### config.mk
export PLATFORM = sky130hd
export DESIGN_NAME = column_parity_engine
export DESIGN_NICKNAME = d
export VERILOG_FILES = /design/src/rtl/column_parity_pkg.sv /design/src/rtl/column_parity.sv /design/src/rtl/column_parity_engine.sv
export SDC_FILE = /design/constraint.sdc
export NUM_CORES = 1
export LEC_CHECK = 0
export ABC_AREA = 0
export BUFFER_PORTS_ARGS = -buffer_cell sky130_fd_sc_hd__clkbuf_2
export CAP_MARGIN = 5
export CORE_MARGIN = 10
export CORE_UTILIZATION = 30
export CTS_BUF_LIST = sky130_fd_sc_hd__clkbuf_16
export CTS_CLUSTER_DIAMETER = 100
export DETAILED_ROUTE_END_ITERATION = 8
export GPL_ROUTABILITY_DRIVEN = 0
export GPL_TIMING_DRIVEN = 0
export PLACE_DENSITY = 0.54
export SKIP_LAST_GASP = 1
export SYNTH_ARGS = -nofsm -noshare
export SYNTH_HDL_FRONTEND = slang
export SYNTH_HIERARCHICAL = 1
export SYNTH_SLANG_ARGS = --single-unit
### constraint.sdc
create_clock -name clk -period 3.8 [get_ports clk]
set_input_delay 0.38 -clock clk [delete_from_list [all_inputs] [get_ports clk]]
set_output_delay 0.38 -clock clk [all_outputs]
set_load 0.03 [all_outputs]
### src/rtl/column_parity_pkg.sv
// Shared encodings for the column parity engine: command modes and sweep FSM states.
package column_parity_pkg;

  typedef enum logic [2:0] {
    MODE_HOLD  = 3'b000,
    MODE_PAR1  = 3'b001,
    MODE_PAR2  = 3'b010,
    MODE_INC   = 3'b011,
    MODE_SHL   = 3'b100,
    MODE_ROTL  = 3'b101,
    MODE_SWEEP = 3'b110,
    MODE_RSVD  = 3'b111
  } mode_e;

  typedef enum logic [1:0] {
    ST_IDLE  = 2'd0,
    ST_SWEEP = 2'd1,
    ST_DONE  = 2'd2
  } sweep_state_e;

endpackage

### src/rtl/column_parity.sv
// Column parity: bit k of par is the XOR of bit k across all N packed words.
module column_parity #(
  parameter int N = 4,
  parameter int W = 4
) (
  input  logic [N*W-1:0] words,
  output logic [W-1:0]   par
);

  // XOR-fold the N words together; each column reduces to its parity.
  always_comb begin
    par = '0;
    for (int c = 0; c < N; c++) begin
      par = par ^ words[c*W +: W];
    end
  end

endmodule

### src/rtl/column_parity_engine.sv
// Column parity engine: single-shot parity/arith commands on a W-bit result
// register, plus a multi-cycle SWEEP that rebuilds out one column per edge
// from a snapshot of the inputs taken at accept time.
//
// state    | meaning
// ---------+-----------------------------------------------------------
// ST_IDLE  | waiting for a command; in_valid accepted here only
// ST_SWEEP | writing out[k] from shadow parity, one bit per edge
// ST_DONE  | one-cycle completion pulse (done=1), then back to IDLE
module column_parity_engine
  import column_parity_pkg::*;
#(
  parameter int N     = 4,
  parameter int W     = 4,
  parameter int SHIFT = 2,
  parameter bit SAT   = 1'b0,
  localparam int CW   = (N > 1) ? $clog2(N) : 1,
  localparam int SW   = (W > 1) ? $clog2(W) : 1
) (
  input  logic           clk,
  input  logic           rst,
  input  logic [N*W-1:0] in_flat,
  input  logic           in_valid,
  input  logic [2:0]     ctrl_mode,
  input  logic [CW-1:0]  ctrl_ch,
  input  logic [SW-1:0]  ctrl_sel,
  output logic [W-1:0]   out,
  output logic           busy,
  output logic           done,
  output logic           out_upd
);

  localparam logic [SW-1:0] K_LAST = SW'(W - 1);

  sweep_state_e   state_q, state_d;
  logic [W-1:0]   out_d;
  logic           upd_d;
  logic [SW-1:0]  k_q, k_d;
  logic [N*W-1:0] shadow_q, shadow_d;
  logic [W-1:0]   par_live, par_shadow;
  logic [W-1:0]   words [N];
  logic [W-1:0]   sel_word;
  logic [SW-1:0]  sel_m1;
  logic           ch_ok, sel_ok, accept;

  column_parity #(.N(N), .W(W)) u_par_live   (.words(in_flat),  .par(par_live));
  column_parity #(.N(N), .W(W)) u_par_shadow (.words(shadow_q), .par(par_shadow));

  // Unpack channels; out-of-range indices fall back to channel 0 (unused then).
  always_comb begin
    for (int c = 0; c < N; c++) begin
      words[c] = in_flat[c*W +: W];
    end
    ch_ok    = 32'(ctrl_ch) < N;
    sel_ok   = 32'(ctrl_sel) < W;
    sel_word = words[ch_ok ? ctrl_ch : '0];
    sel_m1   = ctrl_sel - SW'(1);
    accept   = in_valid && !busy;
  end

  // FSM state register.
  always_ff @(posedge clk) begin
    if (rst) state_q <= ST_IDLE;
    else     state_q <= state_d;
  end

  // FSM next-state: a well-formed SWEEP starts the walk, DONE always lasts one cycle.
  always_comb begin
    state_d = state_q;
    case (state_q)
      ST_IDLE:  if (accept && ctrl_mode == MODE_SWEEP && ch_ok && sel_ok) state_d = ST_SWEEP;
      ST_SWEEP: if (k_q == K_LAST) state_d = ST_DONE;
      ST_DONE:  state_d = ST_IDLE;
      default:  state_d = ST_IDLE;
    endcase
  end

  // FSM outputs: anything other than IDLE blocks new commands.
  always_comb begin
    busy = (state_q != ST_IDLE);
    done = (state_q == ST_DONE);
  end

  // Datapath next values; out_upd flags every edge that writes out.
  always_comb begin
    out_d    = out;
    upd_d    = 1'b0;
    k_d      = k_q;
    shadow_d = shadow_q;
    case (state_q)
      ST_SWEEP: begin
        out_d[k_q] = par_shadow[k_q];
        upd_d      = 1'b1;
        k_d        = (k_q == K_LAST) ? '0 : k_q + SW'(1);
      end
      ST_IDLE: begin
        if (accept) begin
          case (mode_e'(ctrl_mode))
            MODE_PAR1: begin
              if (ch_ok && sel_ok) begin
                out_d           = sel_word;
                out_d[ctrl_sel] = par_live[ctrl_sel];
                upd_d           = 1'b1;
              end
            end
            MODE_PAR2: begin
              if (ch_ok && sel_ok) begin
                out_d           = sel_word;
                out_d[ctrl_sel] = par_live[ctrl_sel];
                if (ctrl_sel != '0) out_d[sel_m1] = par_live[sel_m1];
                upd_d           = 1'b1;
              end
            end
            MODE_INC: begin
              // Saturated INC still counts as a write of the same value.
              if (!(SAT && (&out))) out_d = out + W'(1);
              upd_d = 1'b1;
            end
            MODE_SHL: begin
              out_d = out << SHIFT;
              upd_d = 1'b1;
            end
            MODE_ROTL: begin
              out_d = (out << SHIFT) | (out >> (W - SHIFT));
              upd_d = 1'b1;
            end
            MODE_SWEEP: begin
              if (ch_ok && sel_ok) begin
                shadow_d = in_flat;
                out_d    = sel_word;
                k_d      = '0;
                upd_d    = 1'b1;
              end
            end
            default: ;
          endcase
        end
      end
      default: ;
    endcase
  end

  // Datapath registers.
  always_ff @(posedge clk) begin
    if (rst) begin
      out      <= '0;
      out_upd  <= 1'b0;
      k_q      <= '0;
      shadow_q <= '0;
    end else begin
      out      <= out_d;
      out_upd  <= upd_d;
      k_q      <= k_d;
      shadow_q <= shadow_d;
    end
  end

endmodule

==> qor.yml <==
setup_tns_ps: 0
drv_slew: 0
max_slew.worst_pin.slew_ps: 492
die-height_um: 98.3
clk_path_buf_depth: 2
ys_types: 43
dieArea_um2: 9670
cts_setup_buffers: 0
diodes: 0
hold_viol: 0
synthAdderAreaFrac_pct: 7.48
syn_inst: 220
timing.fmax_ghz: 0.532
totalWireLength_um: 4810
grt_pass1_vias: 1664
min_period_over_period_pct: 49.4
drtIter0Drc: 51
synth_async_sr_flop_share_pct: 0
seqCellArea_um2: 500
ctsResizeCount: 0
synth-seq-area-share_pct: 27.2
crit_arrival_ps: 2080
outcome: "finished clean"
grt_max_degree: 17
cpPeakStageDelay_ps: 430
cts-htree-levels: 1
critical_path_buf_inv_count: 3
crit_top_cell: "nor2_1"
final_common_cell: "nand2_1"
synth_top_family_by_area: "simple AND/OR/NAND/NOR gates"
port_buffers: 31
fin_crit_ps: 1880
intPower_w: 0.000496
final_cell_mix: "nand2_1, clkbuf_2, dfxtp_1"
crit_fanout: 10
synth-main-ff-cell: "dfxtp_1"
drt-pass1-iter-count: 4
synth_warnings: 6
relSlewSlack_pct: 67.1
max_cap_viol_count: 0
synth-xor-area-share_pct: 12.4
insertion_delay_ps: 270
cts_tree: "done"
cp_top_family: "simple AND/OR/NAND/NOR gates"
initial_core_util_pct: 30.9
via_count: 1651
r2r_cells: 7
clockRootBuffer: "clkbuf_16"
cp.depth: 7
avgSynthCellArea_um2: 8.37
finalNonFillerCells: 330
ir_drop_v: 0.000158
path_cells: "buf_6 > nor2_1 > inv_1 > nor2_1 > buf_2 > nand2_1 > a21oi_1"
num-fill-cells: 640
rows: 28
via_per_inst: 5.00
synth-simple-area-share_pct: 22.4
grt_pass1_wl_um: 8090
dpl.cell_count: 326
synth_compound_area_share_pct: 16.0
combPwrFrac_pct: 24.9
clk_pin_slew_ps: 70
drc: 0
p_sw_w: 0.000209
p_leak_nw: 0.865
multi_input_area_um2: 1260
fp.dieW_um: 98.3
setup.worst_path.end_class: "flop"
overflow: 0
pin_count: 33
synth.cell_area_um2: 1840
dp_hpwl_um: 3880
nets: 293
ys_ff_latch: 25
worstSetupStartpointType: "flop"
numCtsBuffers: 3
hp-class: "in2reg"
grt_setup_unrepaired: "no"
coreArea_um2: 5960
seqPwrFrac_pct: 39.9
wl_per_cell_um: 14.6
grt_use_total_pct: 9.86
numClockSinks: 25
worstSetupPathType: "reg2reg"
power.total_w: 0.000706
whs_path_depth: 3
syn_nets: 257
worstPathRequired_ps: 4000
drive_gt1_share_pct: 20.0
power_frac_clock_pct: 35.2
synth_edf_count: 0
clock-skew-final_ps: 4.84
antenna_found_initial: 0
slowest_stage: "nor2_1"
yosys-mux-area-fraction_pct: 10.3
area_delta_synth_final_pct: 18.1
cellPowerDensity_nw_per_um2: 325
final_util_pct: 36.5
setup_violations: 0
drtAntennaViolNets: 0
p_sw_share_pct: 29.6
cts.hold.buffers_added: 0
[Yosys cell counts, drive strengths merged (5+ instances only)]
cell	instances	area [um2]
a21oi	20	100
buf	5	36.3
clkbuf	6	22.5
dfxtp	25	500
ha	11	138
inv	5	18.8
mux4	7	158
nand2	39	146
nand2b	5	31.3
nor2	14	60.1
nor2b	6	37.5
o21ai	6	30.0
xnor2	16	140
xor2	10	87.6
[final timing paths]
| kind | slack, ps | from | to |
|---|---|---|---|
| max | 1920 | state_q[0]$_SDFFE_PP0P_ | shadow_q[15]$_SDFFE_PP0P_ |
| min | 370 | in_flat[11] | shadow_q[11]$_SDFFE_PP0P_ |
| max reg2reg | 1920 | state_q[0]$_SDFFE_PP0P_ | shadow_q[15]$_SDFFE_PP0P_ |
| min reg2reg | 470 | shadow_q[13]$_SDFFE_PP0P_ | shadow_q[13]$_SDFFE_PP0P_ |
[per-stage QoR]
step                hold slack [ps]  cell area (um2)  worst slack (ps)
global placement                457             2090              1690
detailed placement              458             2090              1700
CTS                             375             2170              1940
finish                          374             2170              1920
global route                    380             2170              1690
floorplan                       448             1840              2040
[per-layer routing]
metal | vias up | global-route usage, % | share of wire [%]
li1 | 841 | - | -
met1 | 765 | 13.1 | 50
met2 | 41 | 14.5 | 42
met3 | 4 | 3.88 | 7.1
met4 | 0 | 2.32 | 0.85
met5 | - | 0 | 0
[worst min-delay path: stages]
cell,delay (ps)
clkbuf_2,110
nand2_1,60
a21oi_1,50
[cell families (layout without fill, tap and decap cells)]
logic type      Yosys count  in the layout
compound gates           47             47
xor+xnor                 26             26
fa+ha+maj                11             11
buf+inv                  16             51
flops                    25             25
mux                      10             10
simple gates             85             85
[flip-flops by register name, indices dropped and copies added (netlist names)]
register  flops
state_q       2
out_upd       1
k_q           2
out           4
shadow_q     16
[area by class of cell]
type                            instances  share of cell area, %
Buffer                                 11                   2.71
Timing Repair Buffer                   31                   7.14
Inverter                                5                  0.864
Clock buffer                            3                   3.45
Sequential cell                        25                   23.0
Tap cell                               75                   4.32
Clock inverter                          1                  0.403
Multi-Input combinational cell        179                   58.1
[power groups by stage]
| stage | logic (W) | clock network (W) | registers (W) |
|---|---|---|---|
| global route | 0.000195 | 0.000267 | 0.000283 |
| global placement | 0.000177 | 0 | 0.000288 |
| finish | 0.000176 | 0.000248 | 0.000282 |
| detailed placement | 0.000176 | 0 | 0.000288 |
| CTS | 0.000177 | 0.000252 | 0.000282 |
| floorplan | 0.000112 | 0 | 0.000295 |
No activity file was read; power rests on OpenSTA's default activity.
